`src/rtl/mainfsm.sv`:
```
// Moore control FSM for the multicycle ARM core: fetch/decode/execute/memory/writeback sequencing.
// Optional illegal-opcode trap (UNKNOWN state, Illegal flag) enabled by MAINFSM_ILLEGAL_TRAP_EN.
module mainfsm (
  input  logic       clk,
  input  logic       reset,
  input  logic [1:0] Op,
  input  logic [5:0] Funct,
  output logic       IRWrite,
  output logic       AdrSrc,
  output logic [1:0] ALUSrcA,
  output logic [1:0] ALUSrcB,
  output logic [1:0] ResultSrc,
  output logic       NextPC,
  output logic       RegW,
  output logic       MemW,
  output logic       Branch,
  output logic       ALUOp,
  output logic [3:0] State,
  output logic       Illegal
);

  localparam int unsigned STATE_W = 4;
  localparam int unsigned CTRL_W  = 14;

  localparam logic [STATE_W-1:0] FETCH    = 4'd0;
  localparam logic [STATE_W-1:0] DECODE   = 4'd1;
  localparam logic [STATE_W-1:0] MEMADR   = 4'd2;
  localparam logic [STATE_W-1:0] MEMRD    = 4'd3;
  localparam logic [STATE_W-1:0] MEMWB    = 4'd4;
  localparam logic [STATE_W-1:0] MEMWR    = 4'd5;
  localparam logic [STATE_W-1:0] EXECUTER = 4'd6;
  localparam logic [STATE_W-1:0] EXECUTEI = 4'd7;
  localparam logic [STATE_W-1:0] ALUWB    = 4'd8;
  localparam logic [STATE_W-1:0] BRANCH   = 4'd9;
  localparam logic [STATE_W-1:0] UNKNOWN  = 4'd10;

  logic [STATE_W-1:0] state_q, state_d;
  logic [CTRL_W-1:0]  ctrl_q, ctrl_d;
  logic               unused_funct;

  assign unused_funct = ^Funct[4:1];

  // Moore output decode; control word packs
  // {IRWrite, AdrSrc, ALUSrcA, ALUSrcB, ResultSrc, NextPC, RegW, MemW, Branch, ALUOp, Illegal}.
  function automatic logic [CTRL_W-1:0] decode_ctrl(input logic [STATE_W-1:0] s);
    logic       irw, adr, npc, regw, memw, br, aluop, ill;
    logic [1:0] srca, srcb, res;
    irw = 1'b0; adr = 1'b0; npc = 1'b0; regw = 1'b0;
    memw = 1'b0; br = 1'b0; aluop = 1'b0; ill = 1'b0;
    srca = 2'b00; srcb = 2'b00; res = 2'b00;
    case (s)
      FETCH: begin
        irw = 1'b1; npc = 1'b1; srca = 2'b01; srcb = 2'b10; res = 2'b10;
      end
      DECODE: begin
        srca = 2'b01; srcb = 2'b10; res = 2'b10;
      end
      MEMADR:   srcb = 2'b01;
      MEMRD:    adr = 1'b1;
      MEMWB: begin
        res = 2'b01; regw = 1'b1;
      end
      MEMWR: begin
        adr = 1'b1; memw = 1'b1;
      end
      EXECUTER: aluop = 1'b1;
      EXECUTEI: begin
        srcb = 2'b01; aluop = 1'b1;
      end
      ALUWB:    regw = 1'b1;
      BRANCH: begin
        srca = 2'b10; srcb = 2'b01; res = 2'b10; br = 1'b1;
      end
`ifdef MAINFSM_ILLEGAL_TRAP_EN
      UNKNOWN:  ill = 1'b1;
`endif
      default: ;
    endcase
    return {irw, adr, srca, srcb, res, npc, regw, memw, br, aluop, ill};
  endfunction

  // Next state; unreachable codes fall back to FETCH.
  always_comb begin
    state_d = FETCH;
    case (state_q)
      FETCH: state_d = DECODE;
      DECODE: begin
        case (Op)
          2'b00:   state_d = Funct[5] ? EXECUTEI : EXECUTER;
          2'b01:   state_d = MEMADR;
          2'b10:   state_d = BRANCH;
`ifdef MAINFSM_ILLEGAL_TRAP_EN
          default: state_d = UNKNOWN;
`else
          default: state_d = FETCH;
`endif
        endcase
      end
      MEMADR:   state_d = Funct[0] ? MEMRD : MEMWR;
      MEMRD:    state_d = MEMWB;
      EXECUTER: state_d = ALUWB;
      EXECUTEI: state_d = ALUWB;
`ifdef MAINFSM_ILLEGAL_TRAP_EN
      UNKNOWN:  state_d = UNKNOWN;
`endif
      default:  state_d = FETCH;
    endcase
    ctrl_d = decode_ctrl(state_d);
  end

  // Control word is registered alongside the state so outputs always match decode(State).
  always_ff @(posedge clk or negedge reset) begin
    if (!reset) begin
      state_q <= FETCH;
      ctrl_q  <= decode_ctrl(FETCH);
    end else begin
      state_q <= state_d;
      ctrl_q  <= ctrl_d;
    end
  end

  assign {IRWrite, AdrSrc, ALUSrcA, ALUSrcB, ResultSrc,
          NextPC, RegW, MemW, Branch, ALUOp, Illegal} = ctrl_q;
  assign State = state_q;

endmodule
```
`config.mk`:
```
export PLATFORM = sky130hd
export DESIGN_NAME = mainfsm
export DESIGN_NICKNAME = d
export VERILOG_FILES = /design/src/rtl/mainfsm.sv
export SDC_FILE = /design/constraint.sdc
export NUM_CORES = 1
export LEC_CHECK = 0
export CAP_MARGIN = 5
export CORE_UTILIZATION = 35
export CTS_CLUSTER_SIZE = 25
export DETAILED_ROUTE_END_ITERATION = 7
export DONT_BUFFER_PORTS = 1
export GPL_TIMING_DRIVEN = 0
export PLACE_DENSITY = 0.5
export RECOVER_POWER = 100
export SYNTH_ARGS = -nofsm -noshare
export SYNTH_HDL_FRONTEND = slang
export SYNTH_SLANG_ARGS = --single-unit
```
`constraint.sdc`:
```
create_clock -name clk -period 2.8 [get_ports clk]
set_clock_uncertainty 0.2 [all_clocks]
set_input_delay 0.84 -clock clk [delete_from_list [all_inputs] [get_ports clk]]
set_output_delay 0.84 -clock clk [all_outputs]
set_load 0.01 [all_outputs]
```
==> summary.txt <==
Clock tree
  • Clk_lat worst skew: ~280 ps
  • CTS clk-pin slew, worst paths: 90 ps
  • Longest Clk Path Bufs: 2
  • # hold bufs at CTS: 0
  • Num CTS Buffers: 3
  • CTS resizes: 0
  • # Post-CTS Setup Buffers: 0
  • CTS H-tree lvls: 1
  • Clk sink count: 15
  • Clock Root Buffer: clkbuf_4
  • CTS tree: done

Yosys
  • Post-synth ARST share: 100%
  • Number of synthesized flops with an enable pin: 0
  • Post-synth top cells: dfrtp_1, dfstp_2, buf_4, inv_1, nor2_1
  • Synth warn: 0
  • Synth Register Bits: 15
  • Yosys top cell by area: dfrtp_1
  • Net count after synthesis: between 50 and 60
  • Library cells used by synthesis: 27
  • Syn_area_per_cell: 12.9 µm²
  • Post-synthesis sequential area ratio: between 60% and 70%
  • Most frequent cell after synthesis: dfrtp_1
  • Synth area leaders: dfrtp_1, dfstp_2, buf_4
  • Synthesized area: approximately 620 µm²
  • Top-area cell type share of the netlist area: between 40 and 50%
  • Post-synth top flop: dfrtp_1
  • Post-Syn Instances: 48

Critical path
  • Worst flop-to-flop path startpoint: State[0]
  • Critical-path maximum fanout: 2
  • Crit path buffers/inverters: 1
  • Worst setup SP type: register
  • Cell count of the worst reg-to-reg path: 4
  • Top delay family on crit path: flip-flops
  • Critical-path top delay cell: dfstp_1
  • Setup Crit Path Kind: reg2out
  • Arr. time, crit path: between 1000 and 1500 ps
  • R2r endpoint: ctrl_q[7]
  • Worst Path Required: approximately 1800 ps
  • Reg2reg setup slack: 920 ps
  • CP max stage delay: 590 ps
  • Crit-path cells: clkbuf_1
  • Crit. Startpoint: ctrl_q[5]
  • Crit. End Element: output port

Route
  • Routed WL: between 1000 and 1500 µm
  • Per-cell routed wire length: 15.4 µm
  • Number of routed nets with antenna violations: 0
  • TritonRoute pass-1 iters: 7
  • Via Count: ~370
  • First DRT Iteration DRCs: 5
  • DR vias/cell: around 5.4
  • Residual DRC count: 3

STA
  • Hold_ws: roughly 41 ps
  • Worst-Margin Slew: around 510 ps
  • Setup TNS: 0 ps
  • Final setup violation count: 0
  • Final worst path period share: between 70 and 80%
  • Final Max Tran Viols: 0
  • Max_slew headroom: between 60% and 70%
  • Crit path time final: 2080 ps
  • Final Hold Violating Endpoints: 0
  • Final WS setup: 719 ps
  • Peak Freq: approximately 480 MHz
  • RSZ-0062 raised after global routing: no

Final layout
  • Final net count: 63
  • Final core utilization: 40.6%
  • Area grow syn2layout: 3.23%
  • Layout cells sized above 1: ~17%
  • Multi-input logic area: 174 µm²
  • Register area: between 300 and 400 µm²
  • Final Cell Area: between 600 and 700 µm²
  • Diodes inserted: 0
  • FILL cells: about 170
  • Non-filler cells, final: just under 70

Global route
  • GRT Total Usage: 11.6%
  • Initial antenna violation count: 0
  • Vias in the first global route: 363
  • Largest net degree at the start of global routing: 16
  • First-pass GRT wire length: between 1500 and 2000 µm
  • Remaining Overflow, GRT: 0

Run status
  • Status: complete, but fails checks
  • Violated checks: design-rule violations

Pwr
  • Sw frac: a little under two fifths
  • Switching pwr: roughly 0.26 mW
  • Worst vdd ir: between 0.0003 and 0.0004 V
  • Clock Power Share: ~17%
  • Total power: between 0.6 and 0.7 mW
  • Logic pwr share: between 20% and 30%
  • Internal power: 0.438 mW
  • Sequential power share: between 50% and 60%
  • Leakage: ~0.29 nW
  • Pwr per Cell Area: approximately 1100 nW/µm²

Placed design
  • Placed Cells: 64
  • Placed Instance Area: approximately 640 µm²
  • Gpl congestion: a little over 0.8
  • Dpl ws: between 700 and 800 ps
  • Buffers on Ports: 0

Job
  • Max-Cap Viols: 0

Die
  • Die span in y: 44.1 µm
  • Core Area: roughly 1600 µm²
  • Initial Utilization: approximately two fifths
  • Die area: around 1900 µm²
  • Die width: ~44 µm
  • Row Count: 14
  • Ports: 28

Min path
  • Min-delay worst type: in2async
==> cell families after synthesis <==
group | Yosys count | synth area share, %
and+or+nand+nor | 18 | 19.6
DFF | 15 | 61.4
AOI/OAI and AO/OA | 7 | 11.1
buffers and inverters | 7 | 7.27
other | 1 | 0.605
==> worst max-delay path by stage <==
stage / end / slack, ps / depth (start not counted)
global route: NextPC / 680 / 1
floorplan: ctrl_q[7] / 870 / 4
detailed placement: ctrl_q[7] / 790 / 4
global placement: ctrl_q[7] / 820 / 4
CTS: NextPC / 780 / 1
finish: NextPC / 720 / 1
==> layout by cell type (no fill, tap or decap), drive strengths merged <==
cell     netlist  final
nand3b         2      2
inv            3      3
a2111oi        1      1
or3b           2      2
nand2b         1      1
dfrtp         11     11
a32o           1      1
and2           1      1
nor2           4      4
clkbuf         0      5
a21boi         2      2
clkinv         0      1
or2b           1      1
nor3b          1      1
o21ai          1      1
nor4b          1      1
buf            4      2
nor4           1      1
or3            1      1
and3           1      1
nor3           2      2
dfstp          4      4
o31ai          1      1
o21bai         1      1
conb           1      1
==> power groups by stage <==
stage	Combinational [mW]	Sequential, mW	Clock (mW)
4_1_cts	0.207	0.416	0.124
6_report	0.172	0.406	0.120
2_1_floorplan	0.178	0.402	0
3_5_place_dp	0.204	0.419	0
5_1_grt	0.192	0.416	0.133
3_3_place_gp	0.203	0.417	0
==> registers in the layout, indices dropped and copies added, names as in the netlist <==
name,flops
ctrl_q,11
State,4
==> area by class of cell <==
class | instances | share of cell area [%]
multi-input combinational | 26 | 27.2
buffer | 4 | 4.11
sequential | 15 | 59.5
inverter | 3 | 1.76
tap | 16 | 3.13
clock inverter | 1 | 0.783
clock buffer | 3 | 3.52
==> per-layer routing <==
metal,global-route usage (%),part of all wire (%),up-vias
met1,14.0,41,176
met5,0,0,-
met4,7.27,0.76,0
met2,17.1,48,22
met3,4.90,9.7,2
li1,-,-,169
Note: power is estimated with default switching activity, not from simulation.
